$ cat config.mk
export PLATFORM = sky130hd
export DESIGN_NAME = seven_seg_scan_driver_flat
export DESIGN_NICKNAME = d
export VERILOG_FILES = /design/src/rtl/seven_seg_scan_driver_if.sv /design/src/rtl/seven_seg_scan_driver.sv /design/src/flat_wrapper.sv
export SDC_FILE = /design/constraint.sdc
export NUM_CORES = 1
export LEC_CHECK = 0
export CAP_MARGIN = 20
export CORE_MARGIN = 2
export CORE_UTILIZATION = 35
export DETAILED_ROUTE_END_ITERATION = 6
export SKIP_LAST_GASP = 1
export SYNTH_ARGS = -nofsm -noshare
export SYNTH_HDL_FRONTEND = slang
export SYNTH_SLANG_ARGS = --single-unit
export TNS_END_PERCENT = 10
$ cat constraint.sdc
create_clock -name clk -period 4.1 [get_ports clk]
set_input_delay 1.025 -clock clk [delete_from_list [all_inputs] [get_ports clk]]
set_output_delay 1.025 -clock clk [all_outputs]
set_load 0.02 [all_outputs]
$ cat src/rtl/seven_seg_scan_driver_if.sv
// Digit data and display pins of the multiplexed 7-segment scan driver.
// The producer of digit data holds the master modport; the driver holds the slave modport.
interface seven_seg_scan_driver_if #(
    parameter int DIGITS = 4
);
    logic                  load;
    logic [4*DIGITS-1:0]   value;
    logic [DIGITS-1:0]     dp;
    logic [DIGITS-1:0]     blank;
    logic [DIGITS-1:0]     blink;
    logic [DIGITS-1:0]     an;
    logic [6:0]            seg;
    logic                  dp_out;
    logic                  frame_done;

    modport master (
        output load, value, dp, blank, blink,
        input  an, seg, dp_out, frame_done
    );

    modport slave (
        input  load, value, dp, blank, blink,
        output an, seg, dp_out, frame_done
    );
endinterface

$ cat src/rtl/seven_seg_scan_driver.sv
// Time-multiplexed common-anode 7-segment driver with guard blanking, per-digit
// blank/dp/blink, and frame-synchronous data update so a frame never tears.
module seven_seg_scan_driver #(
    parameter int DIGITS       = 4,
    parameter int REFRESH_DIV  = 100_000,
    parameter int BLANK_CYCLES = 16,
    parameter int BLINK_DIV    = 50
) (
    input  logic                 clk,
    input  logic                 rst,
    seven_seg_scan_driver_if.slave bus
);
    localparam int SW = $clog2(REFRESH_DIV);
    localparam int IW = $clog2(DIGITS);
    localparam int FW = (BLINK_DIV > 1) ? $clog2(BLINK_DIV) : 1;
    localparam int VW = 4 * DIGITS;

    function automatic logic [6:0] decode_hex(input logic [3:0] h);
        logic [6:0] s;
        case (h)
            4'h0: s = 7'h40;
            4'h1: s = 7'h79;
            4'h2: s = 7'h24;
            4'h3: s = 7'h30;
            4'h4: s = 7'h19;
            4'h5: s = 7'h12;
            4'h6: s = 7'h02;
            4'h7: s = 7'h78;
            4'h8: s = 7'h00;
            4'h9: s = 7'h10;
            4'hA: s = 7'h08;
            4'hB: s = 7'h03;
            4'hC: s = 7'h46;
            4'hD: s = 7'h21;
            4'hE: s = 7'h06;
            default: s = 7'h0E;
        endcase
        return s;
    endfunction

    logic [SW-1:0]     slot_cnt;
    logic [IW-1:0]     idx;
    logic [FW-1:0]     frame_cnt;
    logic              phase;
    logic              pending;

    logic [VW-1:0]     value_act, value_pnd;
    logic [DIGITS-1:0] dp_act, dp_pnd;
    logic [DIGITS-1:0] blank_act, blank_pnd;
    logic [DIGITS-1:0] blink_act, blink_pnd;

    logic [DIGITS-1:0] an_p1;
    logic [6:0]        seg_p1;
    logic              dp_out_p1;
    logic              frame_done_p1;

    logic              slot_wrap;
    logic              boundary;
    logic              frame_wrap;

    assign slot_wrap  = (slot_cnt == SW'(REFRESH_DIV - 1));
    assign boundary   = slot_wrap && (idx == IW'(DIGITS - 1));
    assign frame_wrap = (frame_cnt == FW'(BLINK_DIV - 1));

    always_ff @(posedge clk or negedge rst) begin
        if (!rst) begin
            slot_cnt  <= '0;
            idx       <= '0;
            frame_cnt <= '0;
            phase     <= 1'b0;
        end else begin
            if (slot_wrap) begin
                slot_cnt <= '0;
                idx      <= (idx == IW'(DIGITS - 1)) ? '0 : idx + IW'(1);
            end else begin
                slot_cnt <= slot_cnt + SW'(1);
            end
            if (boundary) begin
                if (frame_wrap) begin
                    frame_cnt <= '0;
                    phase     <= ~phase;
                end else begin
                    frame_cnt <= frame_cnt + FW'(1);
                end
            end
        end
    end

    // A load landing on the boundary itself bypasses pending and wins over it.
    always_ff @(posedge clk or negedge rst) begin
        if (!rst) begin
            pending   <= 1'b0;
            value_act <= '0;
            dp_act    <= '0;
            blank_act <= '1;
            blink_act <= '0;
            value_pnd <= '0;
            dp_pnd    <= '0;
            blank_pnd <= '1;
            blink_pnd <= '0;
        end else if (boundary) begin
            pending <= 1'b0;
            if (bus.load) begin
                value_act <= bus.value;
                dp_act    <= bus.dp;
                blank_act <= bus.blank;
                blink_act <= bus.blink;
            end else if (pending) begin
                value_act <= value_pnd;
                dp_act    <= dp_pnd;
                blank_act <= blank_pnd;
                blink_act <= blink_pnd;
            end
        end else if (bus.load) begin
            pending   <= 1'b1;
            value_pnd <= bus.value;
            dp_pnd    <= bus.dp;
            blank_pnd <= bus.blank;
            blink_pnd <= bus.blink;
        end
    end

    logic [DIGITS-1:0] an_nxt;
    logic [6:0]        seg_nxt;
    logic              dp_out_nxt;
    logic              guard;
    logic              hidden;
    logic [3:0]        nibble;

    always_comb begin
        an_nxt     = '1;
        seg_nxt    = 7'h7F;
        dp_out_nxt = 1'b1;
        nibble     = value_act[int'(idx) * 4 +: 4];
        guard      = (slot_cnt < SW'(BLANK_CYCLES));
        hidden     = blank_act[idx] | (blink_act[idx] & phase);
        if (!guard && !hidden) begin
            an_nxt     = ~(DIGITS'(1) << idx);
            seg_nxt    = decode_hex(nibble);
            dp_out_nxt = ~dp_act[idx];
        end
    end

    // Output register stage: p0 is the combinational slot decode above, p1 drives the pins.
    always_ff @(posedge clk or negedge rst) begin
        if (!rst) begin
            an_p1         <= '1;
            seg_p1        <= 7'h7F;
            dp_out_p1     <= 1'b1;
            frame_done_p1 <= 1'b0;
        end else begin
            an_p1         <= an_nxt;
            seg_p1        <= seg_nxt;
            dp_out_p1     <= dp_out_nxt;
            frame_done_p1 <= boundary;
        end
    end

    assign bus.an         = an_p1;
    assign bus.seg        = seg_p1;
    assign bus.dp_out     = dp_out_p1;
    assign bus.frame_done = frame_done_p1;
endmodule

$ cat src/flat_wrapper.sv
// flat-port wrapper written by rule: the top's interface ports become plain ports
module seven_seg_scan_driver_flat 
#(
    parameter int DIGITS       = 4,
    parameter int REFRESH_DIV  = 100_000,
    parameter int BLANK_CYCLES = 16,
    parameter int BLINK_DIV    = 50
)
  (clk, rst, bus_load, bus_value, bus_dp, bus_blank, bus_blink, bus_an, bus_seg, bus_dp_out, bus_frame_done);
  seven_seg_scan_driver_if #(.DIGITS(DIGITS)) bus_i ();
  input  logic clk;
  input  logic rst;
  input wire logic [$bits(bus_i.load)-1:0] bus_load;
  input wire logic [$bits(bus_i.value)-1:0] bus_value;
  input wire logic [$bits(bus_i.dp)-1:0] bus_dp;
  input wire logic [$bits(bus_i.blank)-1:0] bus_blank;
  input wire logic [$bits(bus_i.blink)-1:0] bus_blink;
  output wire logic [$bits(bus_i.an)-1:0] bus_an;
  output wire logic [$bits(bus_i.seg)-1:0] bus_seg;
  output wire logic [$bits(bus_i.dp_out)-1:0] bus_dp_out;
  output wire logic [$bits(bus_i.frame_done)-1:0] bus_frame_done;
  assign bus_i.load = bus_load;
  assign bus_i.value = bus_value;
  assign bus_i.dp = bus_dp;
  assign bus_i.blank = bus_blank;
  assign bus_i.blink = bus_blink;
  assign bus_an = bus_i.an;
  assign bus_seg = bus_i.seg;
  assign bus_dp_out = bus_i.dp_out;
  assign bus_frame_done = bus_i.frame_done;
  seven_seg_scan_driver #(.DIGITS(DIGITS), .REFRESH_DIV(REFRESH_DIV), .BLANK_CYCLES(BLANK_CYCLES), .BLINK_DIV(BLINK_DIV)) u_core (.clk(clk), .rst(rst), .bus(bus_i));
endmodule
## Word level (Yosys, flattened, before mapping)

Memory sizes are Yosys's and may differ from the RTL's.
Index checks and enable logic that the tools add are counted.

- Flip-flop bits (word level): 96
- Latch bits: 0
- Bits in writable memories: 0
- ROM bits: 112
- Input port bits: 31
- Output and inout bits: 13
- Word-level logic and storage cells: 65
- Memories: 1

Memories:

| memory | depth | width | read ports | clocked after memory_dff | wr ports | RTL line | RTL |
|---|---|---|---|---|---|---|---|
| (no name shown) | 16 | 7 | 1 | 0 | 0 | seven_seg_scan_driver.sv:20 | `case (h)` |

- Add/subtract/negate cells: 3
- Multiply operators: 0
- Divide/modulo/power cells: 0
- $lt $le $gt $ge: 2
- Equal/unequal tests: 3
- Shifts and indexed selects: 2
- Mux-type cells: 22
- Bitwise gates (word level): 6
- Reduce and logical (&&, ||, !) cells: 9

Operators by type and width:

| operator | number |
|---|---|
| two-way mux 16 bit | 2 |
| two-way mux 4 bit | 7 |
| adder 17 x 1 -> 17 bit (second input constant) | 1 |
| == test 17 bit (second input constant) | 1 |
| less-than comparator 17 x 5 -> 1 bit (second input constant) | 1 |
| two-way mux 17 bit | 1 |
| indexed part select 16 x 5 -> 4 bit | 1 |
| two-way mux 7 bit | 1 |
| adder 6 x 1 -> 6 bit (second input constant) | 1 |
| binary-select mux 1 bit (select 2 bit) | 3 |
| == test 6 bit (second input constant) | 1 |
| two-way mux 1 bit | 6 |
| two-way mux 6 bit | 1 |
| AND reduction 2 bit | 3 |
| inverter 4 bit | 1 |
| nonzero test 2 bit | 2 |
| << shifter 1 x 2 -> 4 bit (first input constant) | 1 |
| less-than comparator 2 x 3 -> 1 bit (second input constant) | 1 |
| inverter 1 bit | 3 |
| adder 2 x 1 -> 2 bit (second input constant) | 1 |
| == test 2 bit (second input constant) | 1 |
| logical AND 1 bit | 2 |
| logical NOT 1 bit | 2 |
| two-way mux 2 bit | 1 |
| 2 further kinds | 2 |

## Longest topological paths before layout

Gate-level depths: netlist of run 1.

- Depth in word-level cells: 7
- Gate-level depth with buffers: 8
- Mapped depth without buffers: 7

## Least setup slack after synthesis of run 1

OpenSTA, ideal clock, no wires.

- Path type: input-to-reg
- Start: input bus_load
- End: register u_core.value_act[11]
- Setup time: 0.121 ns
- Arrival: 1.814 ns
- Required time: 3.979 ns
- Slack: 2.164 ns
- Stages: 5
- Path buffers: 2
- Cells stage by stage: clkbuf_1 > buf_1 > nor3b_1 > a21oi_1 > o22a_1

- Word-level cells in the longest chain between the ends: 2
- Elaborated cells on any way between the ends: 3
- Those cells by class: mux: 1; reduce/logical: 2

RTL lines:

| item | RTL line | RTL |
|---|---|---|
| from (decl) | flat_wrapper.sv:13 | `input wire logic [$bits(bus_i.load)-1:0] bus_load;` |
| nonzero test 2 bit (no line) | -- |  |
| AND reduction 2 bit (no line) | -- |  |
| to (signal assigned) | seven_seg_scan_driver.sv:104 | `value_act <= bus.value;` |
| to (signal assigned) | seven_seg_scan_driver.sv:109 | `value_act <= value_pnd;` |
| to (decl) | seven_seg_scan_driver.sv:47 | `logic [VW-1:0] value_act, value_pnd;` |

Several ways; a longest one is shown, not always the timed one.
A chain may end at the register's enable or synchronous reset.

## Worst setup path in the final report of run 1

- Start: register u_core.idx[0]
- End: register u_core.seg_p1[2] (netlist: u_core.bus.seg[2])

- Word-level cells in the longest chain between the ends: 7
- Elaborated cells on any way between the ends: 11
- Those cells by class: shift: 1; mux: 5; bitwise: 2; reduce/logical: 2; memory: 1

RTL lines:

| item | RTL line | RTL |
|---|---|---|
| from (decl) | seven_seg_scan_driver.sv:42 | `logic [IW-1:0] idx;` |
| from (signal assigned) | seven_seg_scan_driver.sv:74 | `idx <= (idx == IW'(DIGITS - 1)) ? '0 : idx + IW'(1);` |
| branches (longest 6 deep; another with memory read (16 x 7 bit)) | -- |  |
| two-way mux 7 bit (*) | seven_seg_scan_driver.sv:137 | `if (!guard && !hidden) begin` |
| via u_core.seg_nxt[2] | seven_seg_scan_driver.sv:124 | `logic [6:0] seg_nxt;` |
| to (signal assigned) | seven_seg_scan_driver.sv:153 | `seg_p1 <= seg_nxt;` |
| to (decl) | seven_seg_scan_driver.sv:53 | `logic [6:0] seg_p1;` |

Mark *: on every way through the listed nets, which the timed path passes. The select of a mux whose other input is x is not followed.

==> results of run 1 <==
through the flow:
stage | setup slack (ps) | hold WS [ps] | power (uW)
global placement | 1580 | 469 | 1280
finish | 1610 | 483 | 2180
detailed placement | 1560 | 475 | 1290
CTS | 1560 | 488 | 2210
global route | 1430 | 523 | 2270
floorplan | 2160 | 445 | 1200
cell families after synthesis:
group,after synthesis,share of synthesized area
compound gates,76,0.108
xor+xnor,20,0.0353
fa+ha+maj,13,0.0328
buf+inv,56,0.0625
flops,96,0.489
mux,40,0.125
simple gates,123,0.147
worst max-delay path by stage:
stage	slack (ps)	startpoint	end
floorplan	2160	bus_load	u_core.value_act[11]
global placement	1580	bus_load	u_core.blink_pnd[1]
detailed placement	1560	bus_load	u_core.value_pnd[15]
CTS	1560	u_core.idx[0]	u_core.bus.seg[2]
global route	1430	u_core.idx[0]	u_core.bus.seg[2]
finish	1610	u_core.idx[0]	u_core.bus.seg[2]
cell usage after synthesis, types with 4 or more instances:
master | n | share of area
dfrtp_1 | 76 | 0.38
nor3b_1 | 26 | 0.039
mux2i_1 | 4 | 0.0081
nand3_1 | 12 | 0.012
nand2_1 | 33 | 0.025
inv_1 | 32 | 0.024
xor2_1 | 11 | 0.019
o22a_1 | 24 | 0.042
o21ai_0 | 7 | 0.0071
mux2_4 | 19 | 0.057
nor3_1 | 5 | 0.0050
xnor2_1 | 9 | 0.016
nor2_1 | 17 | 0.013
mux4_1 | 4 | 0.021
dfstp_2 | 20 | 0.11
mux4_2 | 4 | 0.018
a21oi_1 | 26 | 0.026
ha_1 | 13 | 0.033
clkbuf_1 | 9 | 0.0068
buf_2 | 4 | 0.0040
buf_6 | 7 | 0.016
o31ai_1 | 4 | 0.0060
mux2_2 | 9 | 0.020
area by class of cell:
type | instances | area [sq um] | share of cell area
sequential | 96 | 2430 | 0.420
multi-input combinational | 272 | 2230 | 0.386
timing repair buffer | 47 | 450 | 0.0780
clock buffer | 9 | 225 | 0.0390
tap | 180 | 225 | 0.0390
inverter | 32 | 120 | 0.0208
clock inverter | 7 | 98.8 | 0.0171
critical path: stages, from the launching register on:
cell	delay [ps]
dfrtp_1	700
mux4_1	680
a221oi_2	720
o221ai_1	260
layer usage:
layer	vias up	track usage
met5	-	0
met1	1569	0.197
met3	11	0.0318
met2	61	0.207
met4	0	0.0483
li1	1567	-
state kept, by name (all words and copies together) (netlist names):
name and flops:
u_core.bus.dp_out 1, u_core.dp_act 4, u_core.bus.frame_done 1, u_core.bus.seg 7, u_core.phase 1, u_core.slot_cnt 17
u_core.value_act 16, u_core.dp_pnd 4, u_core.blank_act 4, u_core.value_pnd 16, u_core.idx 2, u_core.blink_act 4
u_core.pending 1, u_core.bus.an 4, u_core.frame_cnt 6, u_core.blank_pnd 4, u_core.blink_pnd 4
report_power, final:
group	switching (uW)	internal (uW)	leakage, uW
clock	371	540	0.000157
combinational	108	126	0.00117
sequential	27.8	1010	0.00116
total	506	1670	0.00249
==> impl_summary.txt, run 1 <==
----------------------------------------------------
[GRT]
  Number of global-route vias before repair ... 3198
  Total congestion overflow after global routing ... 0
  Number of antenna violations at the first check in global routing ... 0
  Pin count of the biggest net entering global routing ... 38
  Global Route Usage Sum ... 0.138
  Global-route wire length before repair ... 16200 um

[Timing]
  Worst-case clock skew ... 12.0 ps
  Maximum achievable frequency ... 401 MHz
  Worst Max-Slew Pin Slew ... 933 ps
  Sum of negative setup slack ... 0 ps
  Share of the clock period used by the worst path ... 0.608
  Worst slew margin relative to its limit ... 0.378
  Unrepaired setup endpoints after global routing ... false
  Post-route minimum period ... approximately 2500 ps
  Setup violators final ... 0
  Final-report max-slew violation count ... 0
  Final number of hold-violating endpoints ... 0

[Die]
  Top-Level Pins ... 44
  Placeable core region ... 13900 sq um
  Standard-cell rows ... 43
  Starting density of the core ... 0.358
  X dimension of the die ... 123 um
  Die span in y ... 123 um
  Full die area ... approximately 15000 sq um

[Clock network]
  Postcts setup bufs ... 0
  Clock slew at the register clock pins of the worst setup and hold paths ... 70 ps
  Buffer type at the clock tree root ... clkbuf_16
  Clock tree from TritonCTS ... done
  Number of buffers created by CTS ... 9
  Clock Path Buffers ... 2
  CTS-repair resized insts ... 0
  Clk sinks ... 96
  H-tree lvl count ... 3
  Clock insertion delay at the later pin of the skew report ... 340 ps
  Hold Buf Count CTS ... 0

[Setup path]
  Arr. time, crit path ... 2700 ps
  Endpoint of the worst-slack reg-to-reg timing path ... u_core.bus.seg[2]
  Critical-path maximum fanout ... 12
  Critical R2R Launch ... u_core.idx[0]
  Setup crit end kind ... register
  Worst setup path category ... reg -> reg
  Required time worst endpoint ... about 4300 ps
  Startpoint type of the worst setup path ... register
  Worst r2r path cells ... 3
  R2r setup slk ... 1610 ps

[Worst hold path]
  Launch instance of the worst min-delay path ... u_core.slot_cnt[0]
  Hold depth ... 1
  Worst hold-check path type ... reg -> reg
  Worst-case hold path end point ... u_core.slot_cnt[0]

[Place]
  Buffers added on ports ... 43
  Number of cells after detailed placement ... about 630
  Post-place instance area ... 5450 sq um
  Total half-perimeter wirelength after legalization and detailed placement ... 6550 um
  Final GP Congestion ... 0.787

[Layout]
  Final design instance area without fill ... around 5800 sq um
  Post-Layout Cell Count ... approximately 640
  Most frequent cells in the layout ... dfrtp_1 (76), clkdlybuf4s50_1 (41), nand2_1 (33)
  Most common cell after layout, fill and taps aside ... dfrtp_1
  Share of layout cells above drive strength 1 ... 0.186
  Antenna diode count ... 0
  Utilization of the core after routing ... 0.416
  # nets final ... 502
  Fillcell total ... 1316
  Area growth, synth to finish ... 16.3%

[Synth]
  Mapped Cells ... around 420
  Register area share after synthesis ... 0.489
  Post-synth net total ... 468
  Post-Syn Area ... 4970 sq um
  Number of enable-type register cells in the synthesized netlist ... 0
  Commonest register cell after synthesis ... dfrtp_1
  Netlist cell types ... 52
  Average instance area after synthesis ... 11.7 sq um
  #FFs+latches synth ... 96
  Share of synthesized flip-flops with an asynchronous set or reset ... 1.00
  Count of warnings emitted by yosys ... 0

[Routing]
  Overall via count from detail_route ... 3208
  Sum of routed wire length over all layers ... approximately 9500 um
  DRC violation count after routing ... 0
  Metal-1 WL ... 4730 um
  WL met3 ... 348 um
  Routed wl met2 ... 4210 um
  Number of search-and-repair iterations in the first detailed-routing pass ... 4
  Iter 0 DRT Violations ... 280
  Routed wire per std cell ... 14.7 um
  Uppermost routed layer ... met4
  Avg Vias per Cell ... 4.99
  ANT nets after route ... 0

[Run]
  Number of max-cap violations ... 0

[Pwr]
  Worst VDD drop ... 0.000192 V
  Ratio of total power to cell area ... 378 nW/um^2
  Leakage dissipation ... 0.00249 uW

[Status]
  Result of the run ... complete, no violations

----------------------------------------------------
Power figures use the tool's default switching activity.
==> run 2: changes to the inputs <==
==> constraint.sdc (replaced) <==
create_clock -name clk -period 2.2 [get_ports clk]
set_input_delay 0.55 -clock clk [delete_from_list [all_inputs] [get_ports clk]]
set_output_delay 0.55 -clock clk [all_outputs]
set_load 0.02 [all_outputs]
==> run 2 against run 1 <==
- worst setup slack worse by 1400 ps
- non-clock buffer count rose by 10
- utilization rose by 0.46 points
- critical path depth rose by 2
- global-route usage is 0.87 points higher
- final cell count grew 1.6%
- hold slack got worse by 420 ps
- sequential power rose by 86%
- clock-buffer cell count increased by 1
- sequential share of layout area fell by 0.46 points
- largest power group unchanged
- total power is 76% higher
==> impl_summary.txt, run 2 (synthesis gave the netlist of run 1 again) <==
----------------------------------------------------
[Timing]
  Share of the clock period used by the worst path ... 0.926
  Sum of negative setup slack ... 0 ps
  Unrepaired setup endpoints after global routing ... false
  Worst slew margin relative to its limit ... 0.431
  Worst Max-Slew Pin Slew ... 854 ps
  Final-report max-slew violation count ... 0
  Post-route minimum period ... 2040 ps
  Final number of hold-violating endpoints ... 0
  Maximum achievable frequency ... between 400 and 500 MHz
  Worst-case clock skew ... 7.37 ps
  Setup violators final ... 0

[Clock network]
  Hold Buf Count CTS ... 0
  Clock insertion delay at the later pin of the skew report ... 350 ps
  Postcts setup bufs ... 0
  Clock tree from TritonCTS ... done
  Clk sinks ... 96
  CTS-repair resized insts ... 0
  H-tree lvl count ... 3
  Clock slew at the register clock pins of the worst setup and hold paths ... 70 ps
  Number of buffers created by CTS ... 9
  Buffer type at the clock tree root ... clkbuf_16
  Clock Path Buffers ... 2

[Die]
  Placeable core region ... ~14000 sq um
  Top-Level Pins ... 44
  Starting density of the core ... 0.358
  Standard-cell rows ... 43
  Full die area ... 15200 sq um
  Die span in y ... ~120 um
  X dimension of the die ... 123 um

[Pwr]
  Worst VDD drop ... 0.000309 V
  Internal power ... 2890 uW
  Share of total power consumed by net switching ... 0.247
  Part of the power in registers ... 0.503
  Net switching component of the power ... 951 uW
  Portion of total power attributed to the clock network ... 0.382
  Share of total power in combinational logic ... 0.115
  Leakage dissipation ... 0.00253 uW
  Ratio of total power to cell area ... about 660 nW/um^2

[GRT]
  Number of global-route vias before repair ... 3320
  Global Route Usage Sum ... 0.147
  Number of antenna violations at the first check in global routing ... 0
  Pin count of the biggest net entering global routing ... 41
  Total congestion overflow after global routing ... 0
  Global-route wire length before repair ... approximately 17000 um

[Routing]
  Iter 0 DRT Violations ... about 140
  Sum of routed wire length over all layers ... 9890 um
  Avg Vias per Cell ... roughly 5.0
  Routed wire per std cell ... around 15 um
  Overall via count from detail_route ... roughly 3.3k
  DRC violation count after routing ... 0
  ANT nets after route ... 0
  Number of search-and-repair iterations in the first detailed-routing pass ... 4

[Layout]
  Utilization of the core after routing ... 0.421
  Final design instance area without fill ... ~5800 sq um
  Fillcell total ... 1329
  Multi-input gate area in the final layout ... approximately 2200 sq um
  Largest register FFs ... 17
  Share of layout cells above drive strength 1 ... 0.201
  Antenna diode count ... 0
  Regs by FF count ... u_core.slot_cnt (17), u_core.value_act (16), u_core.value_pnd (16)
  Area growth, synth to finish ... 17.6%
  Most frequent cells in the layout ... dfrtp_1 (76), clkdlybuf4s50_1 (41), nand2_1 (33)
  Top register by number of flip-flops ... u_core.slot_cnt
  Sequential cell area in the final layout ... 2430 sq um
  # nets final ... 512
  Most common cell after layout, fill and taps aside ... dfrtp_1

[Setup path]
  R2r setup slk ... roughly 160 ps
  Setup crit end kind ... register
  Worst r2r path cells ... 5
  Critical-path maximum fanout ... 5
  Arr. time, crit path ... 2310 ps
  Critical R2R Launch ... u_core.idx[0]
  Worst setup path category ... reg -> reg
  Startpoint type of the worst setup path ... register
  Endpoint of the worst-slack reg-to-reg timing path ... u_core.bus.seg[1]
  Required time worst endpoint ... 2470 ps

[Place]
  Total half-perimeter wirelength after legalization and detailed placement ... approximately 6800 um
  Post-place instance area ... 5570 sq um
  Buffers added on ports ... 43
  Final GP Congestion ... approximately 0.8

[Worst hold path]
  Worst hold-check path type ... in -> async

[Status]
  Result of the run ... complete, no violations

[Run]
  Number of max-cap violations ... 0

----------------------------------------------------
[run 2: worst max-delay path by stage]
stage,from,to,slack (ps),cells past startpoint
2_1_floorplan,u_core.idx[0],u_core.bus.seg[1],270,6
3_3_place_gp,u_core.idx[0],u_core.bus.seg[1],220,5
3_5_place_dp,u_core.slot_cnt[0],u_core.value_pnd[7],190,6
4_1_cts,u_core.idx[0],u_core.bus.seg[1],150,5
5_1_grt,u_core.idx[0],u_core.bus.seg[1],4,5
6_report,u_core.idx[0],u_core.bus.seg[1],160,5
[run 2: area by class of cell]
class | instances | area share
Inverter | 32 | 0.0206
Clock inverter | 6 | 0.00750
Sequential cell | 96 | 0.416
Clock buffer | 10 | 0.0392
Multi-Input combinational cell | 272 | 0.382
Tap cell | 180 | 0.0386
Timing Repair Buffer | 57 | 0.0969
[run 2: stage by stage]
step                total power [uW]  worst slack (ps)  instances  hold WS [ps]
CTS                             3890               146        653          51.4
detailed placement              2410               194        637           431
floorplan                       2230               270        424           254
global route                    4030              3.70        653          61.4
global placement                2400               222        637           426
finish                          3840               163        653          58.9
[run 2: worst max-delay path: stages (launching register included)]
cell      delay (ps)
dfrtp_1          420
mux4_1           700
inv_1            200
ha_1             280
o211ai_1         230
o211ai_2         120
[run 2: power groups by stage]
stage	combinational, uW	sequential (uW)	clock [uW]
after floorplan	257	1970	0
after global placement	439	1960	0
after detailed placement	449	1960	0
after CTS	451	1930	1510
after global routing	493	1950	1590
final	443	1930	1470
[run 2: per-layer routing]
layer / global-route usage / up-vias / share of wire
met5: 0 / - / 0
met3: 0.0295 / 11 / 0.032
met1: 0.213 / 1604 / 0.51
met2: 0.215 / 49 / 0.44
li1: - / 1590 / -
met4: 0.0575 / 0 / 0.016
